==> src/rtl/uart_pkg.sv <==
`default_nettype none
// ============================================================================
// Module : uart_pkg
// Brief  : Shared constants for the UART transmit scheduler: FSM state
//          encoding, byte-source identifiers and the idle line level.
// Rev    : 1.0
// ============================================================================
package uart_pkg;

    typedef logic [1:0] state_t;

    localparam logic [1:0] c_st_idle  = 2'd0;
    localparam logic [1:0] c_st_start = 2'd1;
    localparam logic [1:0] c_st_data  = 2'd2;
    localparam logic [1:0] c_st_stop  = 2'd3;

    localparam logic c_src_cpu = 1'b0;
    localparam logic c_src_dbg = 1'b1;

    localparam logic c_idle_level = 1'b1;

endpackage
`default_nettype wire

==> src/rtl/uart_tx_shift.sv <==
`default_nettype none
// ============================================================================
// Module : uart_tx_shift
// Brief  : Frame shift register with bit-period and bit counters; flags the
//          end of each bit, of the data phase and of the whole frame.
// Rev    : 1.0
// ============================================================================
module uart_tx_shift
    import uart_pkg::*;
#(
    parameter int WIDTH        = 8,
    parameter int CLKS_PER_BIT = 2,
    parameter int STOP_BITS    = 1
) (
    input  logic             clk,
    input  logic             rst,
    input  logic             i_load,
    input  logic [WIDTH-1:0] i_data,
    input  logic             i_active,
    input  logic             i_data_phase,
    input  logic             i_stop_phase,
    output logic             o_line,
    output logic             o_bit_done,
    output logic             o_data_done,
    output logic             o_frame_done
);

    localparam int c_baud_w = $clog2(CLKS_PER_BIT + 1);
    localparam int c_bit_w  = $clog2(WIDTH + 1);
    localparam logic [c_baud_w-1:0] c_baud_max = c_baud_w'(CLKS_PER_BIT - 1);
    localparam logic [c_bit_w-1:0]  c_bit_last  = c_bit_w'(WIDTH - 1);
    localparam logic [c_bit_w-1:0]  c_stop_last = c_bit_w'(STOP_BITS - 1);

    // Start bit sits in bit 0; shifting in idle level leaves the stop level behind
    logic [WIDTH:0]        r_shreg;
    logic [c_baud_w-1:0]   r_baud;
    logic [c_bit_w-1:0]    r_bitcnt;
    logic                  w_bit_done;
    logic                  w_data_done;
    logic                  w_frame_done;

    assign w_bit_done   = i_active && (r_baud == c_baud_max);
    assign w_data_done  = w_bit_done && i_data_phase && (r_bitcnt == c_bit_last);
    assign w_frame_done = w_bit_done && i_stop_phase && (r_bitcnt == c_stop_last);

    always_ff @(posedge clk or posedge rst) begin
        if (rst) begin
            r_shreg <= {(WIDTH+1){c_idle_level}};
        end else if (i_load) begin
            r_shreg <= {i_data, 1'b0};
        end else if (w_bit_done) begin
            r_shreg <= {c_idle_level, r_shreg[WIDTH:1]};
        end
    end

    always_ff @(posedge clk or posedge rst) begin
        if (rst) begin
            r_baud <= '0;
        end else if (i_load) begin
            r_baud <= '0;
        end else if (i_active) begin
            r_baud <= (r_baud == c_baud_max) ? '0 : r_baud + 1'b1;
        end
    end

    // Bit counter indexes data bits, then is reused to count stop bits
    always_ff @(posedge clk or posedge rst) begin
        if (rst) begin
            r_bitcnt <= '0;
        end else if (i_load) begin
            r_bitcnt <= '0;
        end else if (w_bit_done) begin
            if (w_data_done || w_frame_done) begin
                r_bitcnt <= '0;
            end else if (i_data_phase || i_stop_phase) begin
                r_bitcnt <= r_bitcnt + 1'b1;
            end
        end
    end

    assign o_line       = r_shreg[0];
    assign o_bit_done   = w_bit_done;
    assign o_data_done  = w_data_done;
    assign o_frame_done = w_frame_done;

endmodule
`default_nettype wire

==> src/rtl/uart_tx_sched.sv <==
`default_nettype none
// ============================================================================
// Module : uart_tx_sched
// Brief  : Arbitrates CPU and debug byte sources onto one UART transmit line.
//          Define UART_DBG_EN for the two-source round-robin build; otherwise
//          only the CPU source is served.
// Rev    : 1.0
// ============================================================================
module uart_tx_sched
    import uart_pkg::*;
#(
    parameter int WIDTH        = 8,
    parameter int CLKS_PER_BIT = 2,
    parameter int STOP_BITS    = 1
) (
    input  logic             clk,
    input  logic             rst,
    input  logic             cpu_valid,
    input  logic [WIDTH-1:0] cpu_data,
    output logic             cpu_ready,
    input  logic             dbg_valid,
    input  logic [WIDTH-1:0] dbg_data,
    output logic             dbg_ready,
    output logic             uart_tx_line,
    output logic             busy
);

    logic [1:0]       r_state;
    logic             w_idle;
    logic             w_accept;
    logic [WIDTH-1:0] w_load_data;
    logic             w_bit_done;
    logic             w_data_done;
    logic             w_frame_done;

    assign w_idle = (r_state == c_st_idle);

`ifdef UART_DBG_EN
    logic r_last_grant;
    logic w_dbg_wins_tie;
    logic w_acc_cpu;
    logic w_acc_dbg;

    assign w_dbg_wins_tie = (r_last_grant == c_src_cpu);
    assign dbg_ready      = w_idle && dbg_valid && (!cpu_valid || w_dbg_wins_tie);
    assign cpu_ready      = w_idle && cpu_valid && !(dbg_valid && w_dbg_wins_tie);
    assign w_acc_cpu      = cpu_valid && cpu_ready;
    assign w_acc_dbg      = dbg_valid && dbg_ready;
    assign w_accept       = w_acc_cpu || w_acc_dbg;
    assign w_load_data    = w_acc_dbg ? dbg_data : cpu_data;

    always_ff @(posedge clk or posedge rst) begin
        if (rst) begin
            r_last_grant <= c_src_dbg;
        end else if (w_acc_dbg) begin
            r_last_grant <= c_src_dbg;
        end else if (w_acc_cpu) begin
            r_last_grant <= c_src_cpu;
        end
    end
`else
    logic w_unused_dbg;

    assign w_unused_dbg = ^{dbg_valid, dbg_data};
    assign dbg_ready    = 1'b0;
    assign cpu_ready    = w_idle;
    assign w_accept     = cpu_valid && cpu_ready;
    assign w_load_data  = cpu_data;
`endif

    always_ff @(posedge clk or posedge rst) begin
        if (rst) begin
            r_state <= c_st_idle;
        end else begin
            case (r_state)
                c_st_idle:  if (w_accept)     r_state <= c_st_start;
                c_st_start: if (w_bit_done)   r_state <= c_st_data;
                c_st_data:  if (w_data_done)  r_state <= c_st_stop;
                c_st_stop:  if (w_frame_done) r_state <= c_st_idle;
                default:                      r_state <= c_st_idle;
            endcase
        end
    end

    uart_tx_shift #(
        .WIDTH        (WIDTH),
        .CLKS_PER_BIT (CLKS_PER_BIT),
        .STOP_BITS    (STOP_BITS)
    ) u_shift (
        .clk          (clk),
        .rst          (rst),
        .i_load       (w_accept),
        .i_data       (w_load_data),
        .i_active     (!w_idle),
        .i_data_phase (r_state == c_st_data),
        .i_stop_phase (r_state == c_st_stop),
        .o_line       (uart_tx_line),
        .o_bit_done   (w_bit_done),
        .o_data_done  (w_data_done),
        .o_frame_done (w_frame_done)
    );

    assign busy = !w_idle;

endmodule
`default_nettype wire

==> config.mk <==
export PLATFORM = sky130hd
export DESIGN_NAME = uart_tx_sched
export DESIGN_NICKNAME = d
export VERILOG_FILES = /design/src/rtl/uart_pkg.sv /design/src/rtl/uart_tx_shift.sv /design/src/rtl/uart_tx_sched.sv
export SDC_FILE = /design/constraint.sdc
export NUM_CORES = 1
export LEC_CHECK = 0
export CAP_MARGIN = 10
export CORE_MARGIN = 2
export CORE_UTILIZATION = 50
export DETAILED_ROUTE_END_ITERATION = 8
export PLACE_DENSITY = 0.92
export SETUP_SLACK_MARGIN = 0.5
export SYNTH_ARGS = -nofsm -noshare
export SYNTH_HDL_FRONTEND = slang
export SYNTH_HIERARCHICAL = 1
export SYNTH_SLANG_ARGS = --single-unit
==> constraint.sdc <==
create_clock -name clk -period 3.6 [get_ports clk]
set_clock_uncertainty 0.05 [all_clocks]
set_input_delay 0.9 -clock clk [delete_from_list [all_inputs] [get_ports clk]]
set_output_delay 0.9 -clock clk [all_outputs]
set_load 0.005 [all_outputs]
; Yosys cells after proc, flatten, opt, wreduce, memory -nomap -nowiden
; Index checks and enable logic that the tools add are counted.
[op_classes]
n_addsub = 2
n_eq_ne = 9
muxes = 14
reduce_logical = 15
[op_table]
columns = op, count
row1 = $mux 9, 2
row2 = $mux 4, 4
row3 = $mux 2, 7
row4 = $pmux 2 s4, 1
row5 = $logic_and 1x1->1, 6
row6 = $add 4x1->4 const B, 1
row7 = $eq 2x1->1 const B, 2
row8 = $eq 2x2->1 const B, 2
row9 = $eq 4x3->1 const B, 1
row10 = $logic_not 4->1, 1
row11 = $ne 2x1->1 const B, 2
row12 = $ne 2x2->1 const B, 2
row13 = $reduce_and 4->1, 1
row14 = $reduce_bool 3->1, 1
row15 = $add 2x1->2 const B, 1
row16 = $logic_not 2->1, 1
row17 = $logic_or 1x1->1, 2
row18 = $reduce_and 2->1, 1
row19 = $reduce_bool 2->1, 1
row20 = $logic_not 1->1, 1
[totals]
regBits = 17
in_bits = 20
out_inout_bits = 4

; Depth between registers and ports, before layout
[depth]
depth_word = 9
depth_mapped = 9
ltp_nobuf = 8

; Modules after synthesis
; The synthesis kept the hierarchy.
[modules_own_cells]
columns = mod, n_inst, cells_each, area_each_um2, seq_area_each_um2
row1 = uart_tx_shift, 1, 84, 794.5, 386.6
row2 = uart_tx_sched, 1, 20, 193.9, 50.0

; Worst setup path before layout
; Ideal clock, no wire load.
[synth_path]
kind = reg-to-reg
startpoint = register r_state[0]
endpoint = register r_state[1]
arrival_ps = 1837
required_ps = 3425
setup_slack_ps = 1588
stages_incl_launch_ff = 10
n_path_buf = 1
cell_sequence = dfrtp_1 > inv_1 > ha_1 > inv_2 > nand3b_4 > buf_2 > nor3_1 > nand2b_1 > o2111a_2 > mux2_4
[synth_via]
elab_chain_cells = 7
[synth_rtl]
columns = element, line
row1 = from (decl), uart_tx_sched.sv:28  ; logic [1:0] r_state;
row2 = from (signal assigned), uart_tx_sched.sv:73  ; r_state <= c_st_idle;
row3 = from (signal assigned), uart_tx_sched.sv:76  ; c_st_idle: if (w_accept) r_state <= c_st_start;
row4 = from (signal assigned), uart_tx_sched.sv:77  ; c_st_start: if (w_bit_done) r_state <= c_st_data;
row5 = $logic_not 2->1, uart_tx_sched.sv:36  ; assign w_idle = (r_state == c_st_idle);
row6 = named net cpu_ready, uart_tx_sched.sv:20  ; output logic cpu_ready,
row7 = $logic_not 1->1, --
row8 = named net busy, uart_tx_sched.sv:25  ; output logic busy
row9 = $logic_and 1x1->1, uart_tx_shift.sv:42  ; assign w_bit_done = i_active && (r_baud == c_baud_max);
row10 = $logic_and 1x1->1 (2 in a row), uart_tx_shift.sv:43  ; assign w_data_done = w_bit_done && i_data_phase && (r_bitcnt == c_bit_last);
row11 = named net w_data_done, uart_tx_sched.sv:33  ; logic w_data_done;
row12 = $ne 2x2->1 (no source line), --
row13 = $reduce_and 4->1 (no source line), --
; The timed path passes the listed nets, and every way through them passes these cells.
; A chain may end at the register's enable or synchronous reset.

; Worst setup path after layout
[layout_path]
startpoint = register r_state[0]
endpoint = output port busy
[layout_via]
elab_chain_cells = 2
[layout_rtl]
columns = element, line
row1 = $logic_not 2->1, uart_tx_sched.sv:36
row2 = $logic_not 1->1, uart_tx_sched.sv:103  ; assign busy = !w_idle;
row3 = to (decl), uart_tx_sched.sv:25
; No other way between the ends.

==> run metrics <==
asr flop ratio synth=1.000; Pwr Density=approximately 820 nW/um^2; sequential area share after synthesis=0.4418; Die Wd=48.46 um; max_cap viols=0; Syn. warnings=6; FF+latch count, synth=17; clock-pin transition on the worst setup and hold timing paths=~0.10 ns; cell taking the most area after synthesis=dfstp_2; first drt pass iteration count=5; Worst setup SP type=register; # diodes=0; setup TNS=0 ns; Setup crit end kind=primary output; Synth top cells by count=o21ai_0 (13), nand2_1 (12), dfstp_2 (9), mux2i_1 (9), dfrtp_1 (8); DR vias/cell=~5.3; Gates resized, CTS repair=0; worst hold-check path type=reg -> reg; wire per inst=13.07 um; fill cell count=163; Yosys cell types=30; Num CTS Buffers=3; EDFF count, synth=0; pre-CTS WS=~1.1 ns; Post-Synthesis Cells=104; initial antenna violation count=0; num ports=24; vias=753; DRT antenna net count=0; Top FF cell, synth=dfstp_2; Site Rows=16; Worst Max-Slew Pin Slew=a little under 0.6 ns; multi-input combinational cell area=494.2 um^2; largest net degree at the start of global routing=28; Critical Path RT=around 2.7 ns; filler-free cell count of the finished design=143; die footprint=roughly 2300 um^2; GPL Wtd Cong=0.7573; fin worst setup slack=between 0.9 and 1 ns; clock buffer depth=2; initial drt markers=16; status=complete, no violations; Peak supply drop=between 0.0004 and 0.0005 V; Initial Utilization=0.5143; All-Layer GR Usage=0.1636; CP arrival=approximately 1.7 ns; Core Area=a little under 2000 um^2; fraction of layout cells with a size suffix above 1=0.1466; Layout area overhead=16.84%; Final setup viols=0; DP Wirelength=~1400 um; Synth top area share=0.2392; fin crit share=0.7272; first-pass GRT wire length=2987 um; number of global-route vias before repair=733; Remaining DRCs=0; total gr overflow=0; Pleak=between 0.0004 and 0.0005 uW; kind of critical path=reg -> out; CTS tree=built; Crit Path Max Fanout=5; Slew Limit Fails=0; RSZ-0062 raised after global routing=false; Sink Count=17; Final Hold Vio Count=0; Die H=between 40 and 50 um; mapped cell area=988.4 um^2; final WL=between 1500 and 2000 um; clk root buf=clkbuf_4; ranking of synthesized cells by area=dfstp_2 (24%), dfrtp_1 (20%), mux2i_1 (9.1%), ha_1 (7.6%), o21ai_0 (6.6%); most common cell in the netlist=o21ai_0; Rel. slew slack=0.6131; worst-skew pair later-pin latency=between 0.2 and 0.3 ns; achievable frequency=0.3820 GHz; Final min period=2.618 ns; Post-Syn Nets=130; Final #Nets=between 100 and 150; post-CTS setup buffer count=0; PortBufs=13; CTS Hold Bufs=0; H-tree levels=1; syn avg cell area=about 9.5 um^2; sequential cell area=between 400 and 500 um^2; dpl cells=about 140
==> sequential cells by signal (all words and copies together), names as in the netlist <==
register	count
u_shift/r_shreg	9
u_shift/r_bitcnt	4
u_shift/r_baud	2
r_state	2
==> per-layer routing <==
| layer | track usage | wire [um] |
|---|---|---|
| met1 | 0.1633 | 725 |
| met5 | 0 | 0 |
| met3 | 0.03704 | 74 |
| met2 | 0.3009 | 984 |
| met4 | 0.1095 | 85 |
==> worst max-delay path, cell delays in order (launching register included) <==
cell and delay (ns):
dfrtp_1 0.39, inv_1 0.09, ha_1 0.25, inv_2 0.14
clkdlybuf4s50_1 0.52
==> power by group <==
part | switching (uW) | internal [uW]
registers | 56.0 | 307
clock network | 56.5 | 43.0
logic | 261 | 220
total | 374 | 571
==> placed cells by master, fill, tap and decap left out, drive strengths merged <==
master	count
nor3	3
a211oi	1
nand3	2
nor2b	3
dfrtp	8
and2	1
o31ai	1
or4b	1
clkbuf	4
nand2	12
conb	1
or4	1
nand2b	4
nor2	6
clkinv	1
nand3b	2
o2111a	1
a21oi	2
dfstp	9
inv	8
o21ai	15
ha	6
xnor2	1
clkdlybuf4s50	13
mux2	1
mux2i	9
==> final cells by class <==
cell class | instances | area share
multi-input cells | 73 | 0.4280
well taps | 27 | 0.02925
repair buffers | 13 | 0.1127
clock buffers | 4 | 0.02275
flip-flops and latches | 17 | 0.3781
inverters | 9 | 0.02925
==> per-stage QoR <==
step / util / hold slack, ns / instance area, um^2 / power, uW
2_1_floorplan: - / 0.3975 / 988.4 / 711.0
4_1_cts: 0.6009 / 0.4300 / 1155 / 946.4
3_3_place_gp: 0.5872 / 0.4050 / 1129 / 794.0
3_5_place_dp: 0.5872 / 0.4159 / 1129 / 846.2
5_1_grt: 0.6009 / 0.4632 / 1155 / 1017
6_report: 0.6009 / 0.4281 / 1155 / 944.5
==> kinds of logic after synthesis <==
group                    Yosys count  synth area share
AND/OR/NAND/NOR                   35            0.1911
AO/OA/AOI/OAI                     20            0.1139
flip-flops                        17            0.4418
buffers and inverters             14           0.05822
multiplexers                      10            0.1063
adder cells (fa/ha/maj)            6           0.07595
other                              1          0.003794
XOR/XNOR                           1          0.008862
==> worst paths after layout <==
path | cells past startpoint | endpoint | start | slack, ns
worst max-delay path | 4 | busy | r_state[0] | 0.98
worst min-delay path | 2 | u_shift/r_shreg[0] | u_shift/r_shreg[0] | 0.43
worst max register to register | 8 | r_state[1] | r_state[0] | 1.43
worst min register to register | 2 | u_shift/r_shreg[0] | u_shift/r_shreg[0] | 0.43
max in group asynchronous | 2 | u_shift/r_shreg[6] | rst | 2.17
min in group asynchronous | 2 | r_state[0] | rst | 0.75
Note: power is estimated with default switching activity, not from simulation.
